## config.mk

```make
export PLATFORM = sky130hd
export DESIGN_NAME = rx_cmd_decoder_flat
export DESIGN_NICKNAME = d
export VERILOG_FILES = /design/src/rtl/rx_cmd_decoder_pkg.sv /design/src/rtl/rx_cmd_decoder_if.sv /design/src/rtl/rx_frame_timer.sv /design/src/rtl/rx_cmd_decoder.sv /design/src/flat_wrapper.sv
export SDC_FILE = /design/constraint.sdc
export NUM_CORES = 1
export LEC_CHECK = 0
export ABC_AREA = 0
export BUFFER_PORTS_ARGS = -buffer_cell sky130_fd_sc_hd__buf_2
export CORE_AREA = 2 2 67 69
export CTS_BUF_LIST = sky130_fd_sc_hd__clkbuf_8
export DETAILED_ROUTE_END_ITERATION = 16
export DIE_AREA = 0 0 69 71
export PLACE_DENSITY = 0.7
export SLEW_MARGIN = 30
export SYNTH_ARGS = -nofsm -noshare
export SYNTH_HDL_FRONTEND = slang
export SYNTH_SLANG_ARGS = --single-unit
export TNS_END_PERCENT = 5
```

## constraint.sdc

```tcl
create_clock -name CLK -period 2.3 [get_ports CLK]
set_clock_uncertainty 0.2 [all_clocks]
set_input_delay 0.69 -clock CLK [delete_from_list [all_inputs] [get_ports CLK]]
set_output_delay 0.69 -clock CLK [all_outputs]
set_load 0.005 [all_outputs]
```

## src/rtl/rx_cmd_decoder_pkg.sv

```systemverilog
// uart_cmd_pkg: opcodes, FSM state type and ALU operand addresses shared
// by the command decoder, its frame timer and the bench.
package uart_cmd_pkg;

    localparam logic [7:0] CMD_WR      = 8'hAA;
    localparam logic [7:0] CMD_RD      = 8'hBB;
    localparam logic [7:0] CMD_ALU_OP  = 8'hCC;
    localparam logic [7:0] CMD_ALU_NOP = 8'hDD;

    // Register-file slots that receive the two ALU operands.
    localparam int ALU_A_ADDR = 0;
    localparam int ALU_B_ADDR = 1;

    typedef enum logic [2:0] {
        ST_IDLE,
        ST_WR_ADDR,
        ST_WR_DATA,
        ST_RD_ADDR,
        ST_ALU_A,
        ST_ALU_B,
        ST_ALU_FUN,
        ST_WAIT_RESP
    } state_e;

    // True while a frame is partially received and the gap timer runs.
    function automatic logic in_frame(state_e s);
        return (s != ST_IDLE) && (s != ST_WAIT_RESP);
    endfunction

endpackage

```

## src/rtl/rx_cmd_decoder_if.sv

```systemverilog
// rx_cmd_decoder_if: receiver-side inputs and request-side outputs of the
// command decoder. slave = decoder side, master = receiver/downstream side.
interface rx_cmd_decoder_if #(
    parameter int ADDR_W = 4
) ();

    // From the UART receiver and the response path.
    logic [7:0]        rx_data;
    logic              rx_valid;
    logic              par_err;
    logic              stp_err;
    logic              resp_done;

    // Requests towards register file and ALU.
    logic              rf_wr_en;
    logic              rf_rd_en;
    logic [ADDR_W-1:0] rf_addr;
    logic [7:0]        rf_wr_data;
    logic              alu_en;
    logic [3:0]        alu_fun;
    logic              alu_gate_en;
    logic              busy;
    logic              frame_err;

    modport slave (
        input  rx_data,
        input  rx_valid,
        input  par_err,
        input  stp_err,
        input  resp_done,
        output rf_wr_en,
        output rf_rd_en,
        output rf_addr,
        output rf_wr_data,
        output alu_en,
        output alu_fun,
        output alu_gate_en,
        output busy,
        output frame_err
    );

    modport master (
        output rx_data,
        output rx_valid,
        output par_err,
        output stp_err,
        output resp_done,
        input  rf_wr_en,
        input  rf_rd_en,
        input  rf_addr,
        input  rf_wr_data,
        input  alu_en,
        input  alu_fun,
        input  alu_gate_en,
        input  busy,
        input  frame_err
    );

endinterface

```

## src/rtl/rx_frame_timer.sv

```systemverilog
// rx_frame_timer: inter-byte gap counter. Ports: clk_i, rst_i (async high),
// clr_i (restart), en_i (count), expire_o (count reached TIMEOUT_CYC-1).
module rx_frame_timer #(
    parameter int TIMEOUT_CYC = 4096
) (
    input  logic clk_i,
    input  logic rst_i,
    input  logic clr_i,
    input  logic en_i,
    output logic expire_o
);

    localparam int CW = $clog2(TIMEOUT_CYC);
    localparam logic [CW-1:0] LAST = CW'(TIMEOUT_CYC - 1);

    logic [CW-1:0] cnt_q;
    logic [CW-1:0] cnt_d;

    // Saturates at LAST so a stuck enable never wraps into a false restart.
    always_comb begin
        cnt_d = cnt_q;
        if (clr_i) begin
            cnt_d = '0;
        end else if (en_i && (cnt_q != LAST)) begin
            cnt_d = cnt_q + 1'b1;
        end
    end

    always_ff @(posedge clk_i or posedge rst_i) begin
        if (rst_i) begin
            cnt_q <= '0;
        end else begin
            cnt_q <= cnt_d;
        end
    end

    assign expire_o = en_i && (cnt_q == LAST);

endmodule

```

## src/rtl/rx_cmd_decoder.sv

```systemverilog
// rx_cmd_decoder: assembles UART bytes into write/read/ALU command frames.
// Ports: CLK, RST (async high), bus (slave modport of rx_cmd_decoder_if).
module rx_cmd_decoder
    import uart_cmd_pkg::*;
#(
    parameter int TIMEOUT_CYC = 4096,
    parameter int ADDR_W      = 4
) (
    input  logic            CLK,
    input  logic            RST,
    rx_cmd_decoder_if.slave bus
);

    state_e state_q;
    state_e state_d;

    logic              rf_wr_en_q;
    logic              rf_wr_en_d;
    logic              rf_rd_en_q;
    logic              rf_rd_en_d;
    logic [ADDR_W-1:0] rf_addr_q;
    logic [ADDR_W-1:0] rf_addr_d;
    logic [7:0]        rf_wr_data_q;
    logic [7:0]        rf_wr_data_d;
    logic              alu_en_q;
    logic              alu_en_d;
    logic [3:0]        alu_fun_q;
    logic [3:0]        alu_fun_d;
    logic              gate_q;
    logic              gate_d;
    logic              busy_q;
    logic              busy_d;
    logic              ferr_q;
    logic              ferr_d;

    logic rx_err;
    logic tmr_clr;
    logic tmr_en;
    logic tmr_exp;

    assign rx_err = bus.par_err | bus.stp_err;

    // Any accepted byte, error or state move restarts the gap window.
    assign tmr_clr = bus.rx_valid | rx_err | (state_d != state_q);
    assign tmr_en  = in_frame(state_q);

    rx_frame_timer #(
        .TIMEOUT_CYC (TIMEOUT_CYC)
    ) u_timer (
        .clk_i    (CLK),
        .rst_i    (RST),
        .clr_i    (tmr_clr),
        .en_i     (tmr_en),
        .expire_o (tmr_exp)
    );

    always_comb begin
        state_d      = state_q;
        rf_wr_en_d   = 1'b0;
        rf_rd_en_d   = 1'b0;
        alu_en_d     = 1'b0;
        ferr_d       = 1'b0;
        rf_addr_d    = rf_addr_q;
        rf_wr_data_d = rf_wr_data_q;
        alu_fun_d    = alu_fun_q;
        gate_d       = gate_q;

        if (state_q == ST_WAIT_RESP) begin
            // Response pending: errors and stray bytes are reported only.
            if (rx_err || bus.rx_valid) begin
                ferr_d = 1'b1;
            end
            if (bus.resp_done) begin
                state_d = ST_IDLE;
                gate_d  = 1'b0;
            end
        end else if (rx_err) begin
            // Error beats a byte arriving in the same cycle.
            state_d = ST_IDLE;
            ferr_d  = 1'b1;
        end else if (bus.rx_valid) begin
            unique case (state_q)
                ST_IDLE: begin
                    case (bus.rx_data)
                        CMD_WR:      state_d = ST_WR_ADDR;
                        CMD_RD:      state_d = ST_RD_ADDR;
                        CMD_ALU_OP:  state_d = ST_ALU_A;
                        CMD_ALU_NOP: state_d = ST_ALU_FUN;
                        default:     ferr_d  = 1'b1;
                    endcase
                end
                ST_WR_ADDR: begin
                    rf_addr_d = bus.rx_data[ADDR_W-1:0];
                    state_d   = ST_WR_DATA;
                end
                ST_WR_DATA: begin
                    rf_wr_data_d = bus.rx_data;
                    rf_wr_en_d   = 1'b1;
                    state_d      = ST_IDLE;
                end
                ST_RD_ADDR: begin
                    rf_addr_d  = bus.rx_data[ADDR_W-1:0];
                    rf_rd_en_d = 1'b1;
                    state_d    = ST_WAIT_RESP;
                end
                ST_ALU_A: begin
                    rf_addr_d    = ADDR_W'(ALU_A_ADDR);
                    rf_wr_data_d = bus.rx_data;
                    rf_wr_en_d   = 1'b1;
                    state_d      = ST_ALU_B;
                end
                ST_ALU_B: begin
                    rf_addr_d    = ADDR_W'(ALU_B_ADDR);
                    rf_wr_data_d = bus.rx_data;
                    rf_wr_en_d   = 1'b1;
                    state_d      = ST_ALU_FUN;
                end
                ST_ALU_FUN: begin
                    alu_fun_d = bus.rx_data[3:0];
                    alu_en_d  = 1'b1;
                    gate_d    = 1'b1;
                    state_d   = ST_WAIT_RESP;
                end
                default: begin
                    state_d = ST_IDLE;
                end
            endcase
        end else if (tmr_exp) begin
            // Frame stalled mid-way: drop it without issuing anything.
            state_d = ST_IDLE;
            ferr_d  = 1'b1;
        end

        busy_d = (state_d != ST_IDLE);
    end

    always_ff @(posedge CLK or posedge RST) begin
        if (RST) begin
            state_q      <= ST_IDLE;
            rf_wr_en_q   <= 1'b0;
            rf_rd_en_q   <= 1'b0;
            rf_addr_q    <= '0;
            rf_wr_data_q <= '0;
            alu_en_q     <= 1'b0;
            alu_fun_q    <= '0;
            gate_q       <= 1'b0;
            busy_q       <= 1'b0;
            ferr_q       <= 1'b0;
        end else begin
            state_q      <= state_d;
            rf_wr_en_q   <= rf_wr_en_d;
            rf_rd_en_q   <= rf_rd_en_d;
            rf_addr_q    <= rf_addr_d;
            rf_wr_data_q <= rf_wr_data_d;
            alu_en_q     <= alu_en_d;
            alu_fun_q    <= alu_fun_d;
            gate_q       <= gate_d;
            busy_q       <= busy_d;
            ferr_q       <= ferr_d;
        end
    end

    assign bus.rf_wr_en    = rf_wr_en_q;
    assign bus.rf_rd_en    = rf_rd_en_q;
    assign bus.rf_addr     = rf_addr_q;
    assign bus.rf_wr_data  = rf_wr_data_q;
    assign bus.alu_en      = alu_en_q;
    assign bus.alu_fun     = alu_fun_q;
    assign bus.alu_gate_en = gate_q;
    assign bus.busy        = busy_q;
    assign bus.frame_err   = ferr_q;

endmodule

```

## src/flat_wrapper.sv

```systemverilog
// flat-port wrapper written by rule: the top's interface ports become plain ports
module rx_cmd_decoder_flat import uart_cmd_pkg::*;
#(
    parameter int TIMEOUT_CYC = 4096,
    parameter int ADDR_W      = 4
)
  (CLK, RST, bus_rx_data, bus_rx_valid, bus_par_err, bus_stp_err, bus_resp_done, bus_rf_wr_en, bus_rf_rd_en, bus_rf_addr, bus_rf_wr_data, bus_alu_en, bus_alu_fun, bus_alu_gate_en, bus_busy, bus_frame_err);
  rx_cmd_decoder_if #(.ADDR_W(ADDR_W)) bus_i ();
  input  logic CLK;
  input  logic RST;
  input wire logic [$bits(bus_i.rx_data)-1:0] bus_rx_data;
  input wire logic [$bits(bus_i.rx_valid)-1:0] bus_rx_valid;
  input wire logic [$bits(bus_i.par_err)-1:0] bus_par_err;
  input wire logic [$bits(bus_i.stp_err)-1:0] bus_stp_err;
  input wire logic [$bits(bus_i.resp_done)-1:0] bus_resp_done;
  output wire logic [$bits(bus_i.rf_wr_en)-1:0] bus_rf_wr_en;
  output wire logic [$bits(bus_i.rf_rd_en)-1:0] bus_rf_rd_en;
  output wire logic [$bits(bus_i.rf_addr)-1:0] bus_rf_addr;
  output wire logic [$bits(bus_i.rf_wr_data)-1:0] bus_rf_wr_data;
  output wire logic [$bits(bus_i.alu_en)-1:0] bus_alu_en;
  output wire logic [$bits(bus_i.alu_fun)-1:0] bus_alu_fun;
  output wire logic [$bits(bus_i.alu_gate_en)-1:0] bus_alu_gate_en;
  output wire logic [$bits(bus_i.busy)-1:0] bus_busy;
  output wire logic [$bits(bus_i.frame_err)-1:0] bus_frame_err;
  assign bus_i.rx_data = bus_rx_data;
  assign bus_i.rx_valid = bus_rx_valid;
  assign bus_i.par_err = bus_par_err;
  assign bus_i.stp_err = bus_stp_err;
  assign bus_i.resp_done = bus_resp_done;
  assign bus_rf_wr_en = bus_i.rf_wr_en;
  assign bus_rf_rd_en = bus_i.rf_rd_en;
  assign bus_rf_addr = bus_i.rf_addr;
  assign bus_rf_wr_data = bus_i.rf_wr_data;
  assign bus_alu_en = bus_i.alu_en;
  assign bus_alu_fun = bus_i.alu_fun;
  assign bus_alu_gate_en = bus_i.alu_gate_en;
  assign bus_busy = bus_i.busy;
  assign bus_frame_err = bus_i.frame_err;
  rx_cmd_decoder #(.TIMEOUT_CYC(TIMEOUT_CYC), .ADDR_W(ADDR_W)) u_core (.CLK(CLK), .RST(RST), .bus(bus_i));
endmodule
```

==> results of run 1 <==
-- cell families (layout without fill, tap and decap cells) --
| logic type | Yosys count | after routing | share of synthesized area [%] |
|---|---|---|---|
| XOR/XNOR | 10 | 10 | 4.395 |
| buffers and inverters | 14 | 69 | 4.269 |
| adder cells (fa/ha/maj) | 1 | 1 | 0.6276 |
| AO/OA/AOI/OAI | 36 | 36 | 12.18 |
| AND/OR/NAND/NOR | 103 | 103 | 29.32 |
| multiplexers | 5 | 5 | 2.762 |
| flip-flops | 37 | 37 | 46.45 |
-- metrics by stage --
stage / hold slack (ps) / worst slack (ps) / util (%)
2_1_floorplan: 269.7 / 179.3 / -
3_3_place_gp: 251.2 / 49.58 / 55.21
3_5_place_dp: 257.7 / -15.25 / 55.21
4_1_cts: 279.3 / 156.3 / 57.44
5_1_grt: 310.1 / 70.25 / 57.44
6_report: 273.0 / 162.6 / 57.44
-- layer usage --
layer	share of wire [%]	vias to the layer above	track usage, %
met1	50	782	26.90
met2	44	36	28.63
met4	2.0	0	7.190
met3	4.3	7	4.558
li1	-	839	-
met5	0	-	0
-- worst min path at each step --
stage,slack [ps],to,cells past startpoint
5_1_grt,310,u_core.bus.rf_wr_data[6],2
3_3_place_gp,250,u_core.bus.rf_wr_data[1],2
6_report,270,u_core.bus.rf_wr_data[4],3
4_1_cts,280,u_core.bus.rf_wr_data[1],2
2_1_floorplan,270,u_core.bus.rf_wr_data[0],2
3_5_place_dp,260,u_core.bus.rf_wr_data[5],2
-- power by group through the flow --
stage	combinational [mW]	clock (mW)	sequential [mW]
2_1_floorplan	0.0335	0	0.666
3_3_place_gp	0.0746	0	0.666
3_5_place_dp	0.0753	0	0.666
4_1_cts	0.0754	0.493	0.653
5_1_grt	0.0842	0.513	0.653
6_report	0.0745	0.473	0.653
-- layout make-up --
type	instances	share of cell area (%)
multi-input cells	155	40.67
flip-flops and latches	37	38.34
repair buffers	55	13.47
clock buffers	5	2.850
well taps	52	2.694
clock inverters	3	1.036
inverters	6	0.9326
-- flip-flops by register name (all words and copies together), names as in the netlist --
name	flops
u_core.bus.busy	1
u_core.bus.rf_addr	4
u_core.bus.alu_en	1
u_core.bus.frame_err	1
u_core.bus.alu_fun	4
u_core.state_q	3
u_core.bus.alu_gate_en	1
u_core.u_timer.cnt_q	12
u_core.bus.rf_wr_en	1
u_core.bus.rf_rd_en	1
u_core.bus.rf_wr_data	8
-- placed cells by master (no fill, tap or decap), types with 3 or more instances in the layout --
cell and n:
a31oi_1 4, nor2b_1 5, nand2_1 40, nand3_1 7, a21oi_1 9, nor3_1 6
mux2_2 4, clkbuf_8 5, buf_4 20, dfrtp_1 37, o21ai_0 7, nor4_1 4
or3_1 3, buf_2 35, inv_1 5, nor2_1 15, xnor2_1 7, xor2_1 3
-- worst max-delay path: stages (launching register included) --
cell       delay [ps]
dfrtp_1           470
nand4_4           170
or4_4             590
a211o_1           260
o2111ai_2          80
buf_4             200
a21oi_1            50
==> impl_metrics.json, run 1 <==
{
  "status": "completed",
  "syn_avg_cell_area_um2": 9.676,
  "synth_area_leader_cell": "dfrtp_1",
  "syn_area_um2": 1993,
  "yosysSeqAreaShare_pct": 46.45,
  "die_y_um": 71,
  "final_layout_size_suffix_gt1_share_pct": 30.65,
  "totalWireLength_mm": 4.311,
  "cts.repair.resized": 0,
  "finalHoldViolCount": 0,
  "dr.pass1.iters": 4,
  "clk_latency_ps": 290,
  "power_frac_seq_pct": 54.4,
  "p_int_uw": 901.5,
  "setup_viol": 0,
  "slew_viol_final": 0,
  "seq_area_um2": 925.9,
  "crit_start": "u_core.u_timer.cnt_q[6]",
  "max_slew_margin_pct": 65.95,
  "cts_hold_buf": 0,
  "place_area_um2": 2321,
  "die-area_um2": 4899,
  "io_buffer_count": 35,
  "multi_input_area_um2": 982.2,
  "grt_pass1_vias": 1595,
  "crit_arrival_ps": 2110,
  "grt_util_all_layers_pct": 19.06,
  "max-vdd-ir-drop_mv": 0.3938,
  "antenna_left": 0,
  "synth_common_cells": "nand2_1, dfrtp_1, nor2_1",
  "grt_pass1_wl_mm": 7.493,
  "post-cts-setup-buffers": 0,
  "max_freq_mhz": 467.8,
  "tns_ps": 0,
  "nets": 275,
  "clk_pin_slew_ps": 80,
  "num_rows": 24,
  "dr.first_iter.drc_count": 107,
  "dp.cells": 305,
  "overflow": 0,
  "htree_num_levels": 2,
  "ys_warn_count": 0,
  "crit_required_ps": 2270,
  "drc": 0,
  "clockRootBuffer": "clkbuf_8",
  "yosys-top-cells-area": "dfrtp_1, nand2_1, xnor2_1",
  "clkPwrFrac_pct": 39.4,
  "final_cells": 313,
  "sw_frac_of_total_pct": 24.92,
  "post_drt_wl_per_cell_um": 13.77,
  "drv_cap": 0,
  "cts.sinks": 37,
  "syn-num-nets": 221,
  "crit_path_end_kind": "flip-flop",
  "ys_ff_latch": 37,
  "yosysUniqueCellTypes": 57,
  "final_area_um2": 2415,
  "ff2ff_setup_slack_ps": 160,
  "r2r_end": "u_core.u_timer.cnt_q[10]",
  "dp_hpwl_mm": 3.069,
  "power_mw": 1.201,
  "r2r_start": "u_core.u_timer.cnt_q[6]",
  "fillers": 377,
  "pin_count": 36,
  "antenna_cells": 0,
  "rsz0062_at_grt": "no",
  "p_leak_nw": 1.177,
  "worstSetupPathType": "reg2reg",
  "vias_per_cell": 5.316,
  "initial_core_util_pct": 47.41,
  "cts_tree": "done",
  "yosysMostFrequentCell": "nand2_1",
  "reg2regPathDepth": 6,
  "start_kind": "flip-flop",
  "p_sw_uw": 299.2,
  "via_count": 1664,
  "grt_max_degree": 38,
  "synth_cells": 206,
  "design.core.area_um2": 4204,
  "clockBufferDepth": 2,
  "power_per_cell_area_nw_per_um2": 497.2,
  "fp.dieW_um": 69,
  "async_flop_share_pct": 100.0,
  "synth_ff_type": "dfrtp_1",
  "hp-class": "in2async",
  "comb_power_share_pct": 6.2,
  "fin_crit_ps": 2137,
  "finalCritPeriodShare_pct": 92.93,
  "netlist.area_leader.share_pct": 46.45,
  "area_delta_synth_final_pct": 21.16,
  "crit_end": "u_core.u_timer.cnt_q[10]",
  "synth_edf_count": 0,
  "finalWeightedCongestion": 0.8170,
  "antenna_found_initial": 0,
  "cts_buffers": 5,
  "worst_pin_slew_ps": 503.8,
  "cp_max_fo": 8
}
Note: power is estimated with default switching activity, not from simulation.
==> run 2, diff against run 1 <==
--- a/config.mk
+++ b/config.mk
@@ -11,7 +11,7 @@
 export CTS_BUF_LIST = sky130_fd_sc_hd__clkbuf_8
 export DETAILED_ROUTE_END_ITERATION = 16
 export DIE_AREA = 0 0 69 71
-export PLACE_DENSITY = 0.7
+export PLACE_DENSITY_LB_ADDON = 0.1
 export SLEW_MARGIN = 30
 export SYNTH_ARGS = -nofsm -noshare
 export SYNTH_HDL_FRONTEND = slang
==> impl_metrics.json, run 2 (synthesis gave the netlist of run 1 again) <==
{
  "max_freq_mhz": 472.5,
  "hp-class": "reg2reg",
  "status": "completed",
  "rsz0062_at_grt": "no",
  "top_register": "u_core.u_timer.cnt_q",
  "worst_pin_slew_ps": 489.6,
  "critPathMaxStageDelay_ps": 400,
  "finalCritPeriodShare_pct": 92.01,
  "power_frac_seq_pct": 56.4,
  "antenna_left": 0,
  "start_kind": "flip-flop",
  "crit_start": "u_core.u_timer.cnt_q[0]",
  "worst-path-buf-inv": 2,
  "dr.first_iter.drc_count": 92,
  "antenna_found_initial": 0,
  "fin_util_pct": 57.35,
  "clk_pin_slew_ps": 70,
  "design.core.area_um2": 4204,
  "crit_path_end_kind": "flip-flop",
  "r2r_start": "u_core.u_timer.cnt_q[0]",
  "hp-start": "u_core.bus.rf_wr_data[6]",
  "power_per_cell_area_nw_per_um2": 480.6,
  "num_rows": 24,
  "hold_ws_ps": 273.6,
  "io_buffer_count": 35,
  "nets": 276,
  "crit_required_ps": 2250,
  "htree_num_levels": 2,
  "via_count": 1700,
  "area_delta_synth_final_pct": 20.97,
  "post-cts-setup-buffers": 0,
  "layout.cells.most_common": "nand2_1",
  "final_cells": 314,
  "crit_arrival_ps": 2070,
  "clockRootBuffer": "clkbuf_8",
  "pin_count": 36,
  "fp.dieW_um": 69,
  "max-vdd-ir-drop_mv": 0.2716,
  "cpMostUsedCell": "buf_4",
  "vias_per_cell": 5.414,
  "final_area_um2": 2411,
  "totalWireLength_mm": 4.472,
  "final_cell_mix": "nand2_1, dfrtp_1, buf_2",
  "sw_frac_of_total_pct": 23.29,
  "cts_hold_buf": 0,
  "worstSetupPathType": "reg2reg",
  "final_layout_size_suffix_gt1_share_pct": 30.53,
  "drv_cap": 0,
  "cts_buffers": 5,
  "max_slew_margin_pct": 67.18,
  "die-area_um2": 4899,
  "place_area_um2": 2328,
  "overflow": 0,
  "power_mw": 1.159,
  "p_int_uw": 888.8,
  "die_y_um": 71,
  "setup_viol": 0,
  "fin_crit_ps": 2116,
  "slew_viol_final": 0,
  "finalHoldViolCount": 0,
  "largest_register_ffs": 12,
  "critPathTopFamily": "compound AO/OA/AOI/OAI gates",
  "drc": 0,
  "initial_core_util_pct": 47.41,
  "dp_hpwl_mm": 3.340,
  "crit_slowest_cell": "dfrtp_1",
  "cp_max_fo": 4,
  "crit_chain": "ha_1, nand3_1, buf_4, nor4_4, a21boi_2, buf_4, o31ai_1, o211ai_1",
  "clockBufferDepth": 2,
  "grt_pass1_vias": 1665,
  "grt_util_all_layers_pct": 19.67,
  "antenna_cells": 0,
  "grt_max_degree": 38,
  "post_drt_wl_per_cell_um": 14.24,
  "comb_power_share_pct": 6.5,
  "p_leak_nw": 1.187,
  "finalWeightedCongestion": 0.8186,
  "dr.pass1.iters": 4,
  "p_sw_uw": 269.8,
  "cts.sinks": 37,
  "cts.repair.resized": 0,
  "clkPwrFrac_pct": 37.1,
  "clk_latency_ps": 280,
  "grt_pass1_wl_mm": 7.817,
  "dp.cells": 306,
  "cts_tree": "done"
}
==> run 2: area by class of cell <==
type | instances | area (um2)
Inverter | 6 | 22.52
Timing Repair Buffer | 56 | 332.8
Clock buffer | 5 | 68.82
Multi-Input combinational cell | 155 | 982.2
Clock inverter | 3 | 13.76
Tap cell | 52 | 65.06
Fill cell | 404 | 1793
Sequential cell | 37 | 925.9
==> run 2: power by group through the flow <==
stage | Sequential, mW | Combinational (mW) | Clock [mW]
6_report | 0.653 | 0.0753 | 0.430
5_1_grt | 0.653 | 0.0857 | 0.473
4_1_cts | 0.653 | 0.0764 | 0.444
3_5_place_dp | 0.666 | 0.0759 | 0
3_3_place_gp | 0.666 | 0.0756 | 0
2_1_floorplan | 0.666 | 0.0335 | 0
==> run 2: per-stage QoR <==
stage | TNS, ps | setup WS, ps
2_1_floorplan | 0 | 179.3
3_3_place_gp | 0 | 27.38
3_5_place_dp | -5.189 | -5.189
4_1_cts | 0 | 174.9
5_1_grt | 0 | 12.72
6_report | 0 | 183.8
==> run 2: worst reg2reg max path, stage by stage, from the launching register on <==
cell and delay (ps):
dfrtp_1 400, ha_1 190, nand3_1 120, buf_4 170, nor4_4 160, a21boi_2 110
buf_4 170, o31ai_1 320, o211ai_1 150
==> run 2: worst paths after layout <==
check                                            to  slack (ps)  cells past startpoint
max                                 u_core.bus.busy         180                      8
min                        u_core.bus.rf_wr_data[6]         270                      2
max reg2reg                         u_core.bus.busy         180                      8
min reg2reg                u_core.bus.rf_wr_data[6]         270                      2
max in group asynchronous   u_core.u_timer.cnt_q[4]        1260                      3
min in group asynchronous   u_core.u_timer.cnt_q[7]         310                      3
==> run 2: per-layer routing <==
| layer | routed length (um) | part of all wire, % | vias to the layer above | track usage (%) |
|---|---|---|---|---|
| met5 | 0 | 0 | - | 0 |
| met4 | 83 | 1.9 | 0 | 6.972 |
| li1 | - | - | 839 | - |
| met2 | 2197 | 49 | 43 | 33.23 |
| met1 | 1986 | 44 | 807 | 24.70 |
| met3 | 204 | 4.6 | 11 | 4.843 |
==> run 3, diff against run 2 <==
--- a/config.mk
+++ b/config.mk
@@ -7,13 +7,14 @@
 export LEC_CHECK = 0
 export ABC_AREA = 0
 export BUFFER_PORTS_ARGS = -buffer_cell sky130_fd_sc_hd__buf_2
-export CORE_AREA = 2 2 67 69
+export CORE_AREA = 2 2 68 70
 export CTS_BUF_LIST = sky130_fd_sc_hd__clkbuf_8
 export DETAILED_ROUTE_END_ITERATION = 16
-export DIE_AREA = 0 0 69 71
+export DIE_AREA = 0 0 70 72
 export PLACE_DENSITY_LB_ADDON = 0.1
 export SLEW_MARGIN = 30
 export SYNTH_ARGS = -nofsm -noshare
 export SYNTH_HDL_FRONTEND = slang
+export SYNTH_HIERARCHICAL = 1
 export SYNTH_SLANG_ARGS = --single-unit
 export TNS_END_PERCENT = 5
==> impl_metrics.json, run 3 <==
{
  "worst_pin_slew_ps": 484.6,
  "via_count": 1791,
  "htree_num_levels": 2,
  "yosys-top-cells-area": "dfrtp_1, mux2_2, nand2_1",
  "cts.sinks": 37,
  "yosysMostFrequentCell": "dfrtp_1",
  "max_slew_margin_pct": 67.66,
  "syn-num-nets": 214,
  "ys_warn_count": 6,
  "synth_edf_count": 0,
  "finalHoldViolCount": 0,
  "synth_compound_area_share_pct": 17.03,
  "design.core.area_um2": 4264,
  "final_cell_mix": "dfrtp_1, buf_2, buf_4",
  "finalCritPeriodShare_pct": 100.6,
  "ff2ff_setup_slack_ps": -10,
  "clk_latency_ps": 290,
  "setup_viol": 1,
  "grt_util_all_layers_pct": 21.16,
  "io_buffer_count": 35,
  "antenna_cells": 0,
  "final_layout_size_suffix_gt1_share_pct": 40.08,
  "synth_area_leader_cell": "dfrtp_1",
  "start_kind": "flip-flop",
  "hp-class": "in2async",
  "crit_required_ps": 2310,
  "area_delta_synth_final_pct": 27.66,
  "cts_buffers": 5,
  "max-vdd-ir-drop_mv": 0.2946,
  "top_register": "u_core/u_timer/cnt_q",
  "violations": "setup timing",
  "hold_ws_ps": 41.41,
  "fp.dieW_um": 70,
  "yosys.area_share.simple_pct": 23.17,
  "vias_per_cell": 5.704,
  "cts_hold_buf": 0,
  "initial_core_util_pct": 47.74,
  "power_per_cell_area_nw_per_um2": 515.1,
  "dr.first_iter.drc_count": 45,
  "status": "finished with violations",
  "max_freq_mhz": 432.3,
  "final_area_um2": 2599,
  "synth_cells": 199,
  "pin_count": 36,
  "tns_ps": -13.32,
  "p_leak_nw": 1.219,
  "die-area_um2": 5040,
  "yosys-mux-area-fraction_pct": 9.096,
  "netlist.area_leader.share_pct": 45.48,
  "clk_pin_slew_ps": 80,
  "nets": 276,
  "synth_fa_ha_area_share_pct": 0.6146,
  "grt_max_degree": 25,
  "cp_max_fo": 5,
  "worstSetupPathType": "reg2reg",
  "fin_crit_ps": 2313,
  "syn_avg_cell_area_um2": 10.23,
  "die_y_um": 72,
  "grt_pass1_wl_mm": 8.445,
  "post_drt_wl_per_cell_um": 15.81,
  "synth_top_family_by_area": "simple AND/OR/NAND/NOR gates",
  "clockBufferDepth": 2,
  "antenna_found_initial": 0,
  "num_rows": 24,
  "synth_ff_type": "dfrtp_1",
  "dp_hpwl_mm": 3.694,
  "yosysSeqAreaShare_pct": 45.48,
  "drv_cap": 0,
  "synth_common_cells": "dfrtp_1, nand2_1, nor2_1",
  "r2r_start": "u_core/state_q[2]",
  "r2r_end": "u_core/u_timer/cnt_q[6]",
  "grt_pass1_vias": 1777,
  "rsz0062_at_grt": "yes",
  "crit_path_end_kind": "flip-flop",
  "crit_arrival_ps": 2320,
  "slew_viol_final": 0,
  "largest_register_ffs": 12,
  "ys_ff_latch": 37,
  "place_area_um2": 2437,
  "overflow": 0,
  "yosysUniqueCellTypes": 51,
  "totalWireLength_mm": 4.963,
  "drc": 0,
  "async_flop_share_pct": 100.0,
  "reg2regPathDepth": 11,
  "layout_setup_ws_ps": -13.32,
  "dr.pass1.iters": 4,
  "finalWeightedCongestion": 0.9663,
  "layout.cells.most_common": "dfrtp_1",
  "clockRootBuffer": "clkbuf_8",
  "synth_xor_area_share_pct": 1.291,
  "syn_area_um2": 2036,
  "antenna_left": 0,
  "cts_tree": "done"
}
## run 3: cell count changes in the layout (fill, tap and decap cells not counted), moves of 3 or more
cell	delta
or3_1	-3
nand2_1	-19
nand3_1	-3
xnor2_1	-7
buf_4	+5
o21ai_0	+3
mux2_2	+8
nand3b_1	+3
or2_2	+3
mux2i_1	+4
## run 3: logic make-up (layout without fill, tap and decap cells)
family | count (synthesis) | in the layout
AND/OR/NAND/NOR | 79 | 79
AO/OA/AOI/OAI | 46 | 46
flip-flops | 37 | 37
multiplexers | 17 | 17
buffers and inverters | 16 | 79
XOR/XNOR | 3 | 3
adder cells (fa/ha/maj) | 1 | 1
## run 3: worst max-delay path by stage
stage                            from                 endpoint  cells after the start
floorplan           u_core/state_q[1]  u_core/u_timer/cnt_q[3]                     11
global placement    u_core/state_q[2]  u_core/u_timer/cnt_q[6]                     12
detailed placement  u_core/state_q[2]  u_core/u_timer/cnt_q[6]                     12
CTS                 u_core/state_q[2]  u_core/u_timer/cnt_q[6]                     11
global route        u_core/state_q[2]  u_core/u_timer/cnt_q[6]                     11
finish              u_core/state_q[2]  u_core/u_timer/cnt_q[6]                     11
## run 3: where the power goes
| group | switching [mW] | leakage [nW] | total (mW) | internal [mW] |
|---|---|---|---|---|
| registers | 0.0174 | 0.482 | 0.700 | 0.683 |
| logic | 0.0910 | 0.693 | 0.178 | 0.0872 |
| clock network | 0.245 | 0.0445 | 0.460 | 0.215 |
## run 3: cell type report
class	instances	area, um2
clock buffers	5	68.82
clock inverters	3	21.27
fillers	386	1665
inverters	8	30.03
multi-input cells	146	1101
flip-flops and latches	37	925.9
well taps	52	65.06
repair buffers	63	386.6
## run 3: metal layers
layer	vias to the layer above	GRT usage (%)	share of wire, %
li1	856	-	-
met1	881	25.16	41
met2	44	37.25	54
met3	10	4.306	3.7
met4	0	9.615	1.8
met5	-	0	0
## run 3: what timing repair did
| item | in CTS | in global routing |
|---|---|---|
| resized for setup | 4 | 1 |
| pin swaps | 3 | 1 |
| gates cloned | 1 | 0 |
| buffers inserted | 5 | 1 |
| setup endpoints to repair | 1 | 12 |
## run 3: worst max-delay path, stage by stage (launching register included)
cell      delay [ps]
dfrtp_1          400
or3_4            390
and2_4           160
nand2_4           80
nor4_4            50
buf_4            140
mux2i_1          120
o211a_1          200
o31ai_4           90
buf_6            140
o21bai_1         140
a31oi_1          140
## run 3: metrics by stage
stage / utilization, % / total power [mW] / cells / worst slack [ps]
finish: 60.94 / 1.339 / 314 / -13.32
global route: 60.94 / 1.407 / 314 / -125.3
detailed placement: 57.16 / 0.8856 / 299 / -38.32
global placement: 57.16 / 0.8794 / 299 / 57.70
CTS: 60.68 / 1.359 / 313 / -46.32
floorplan: - / 0.8021 / 199 / -99.96
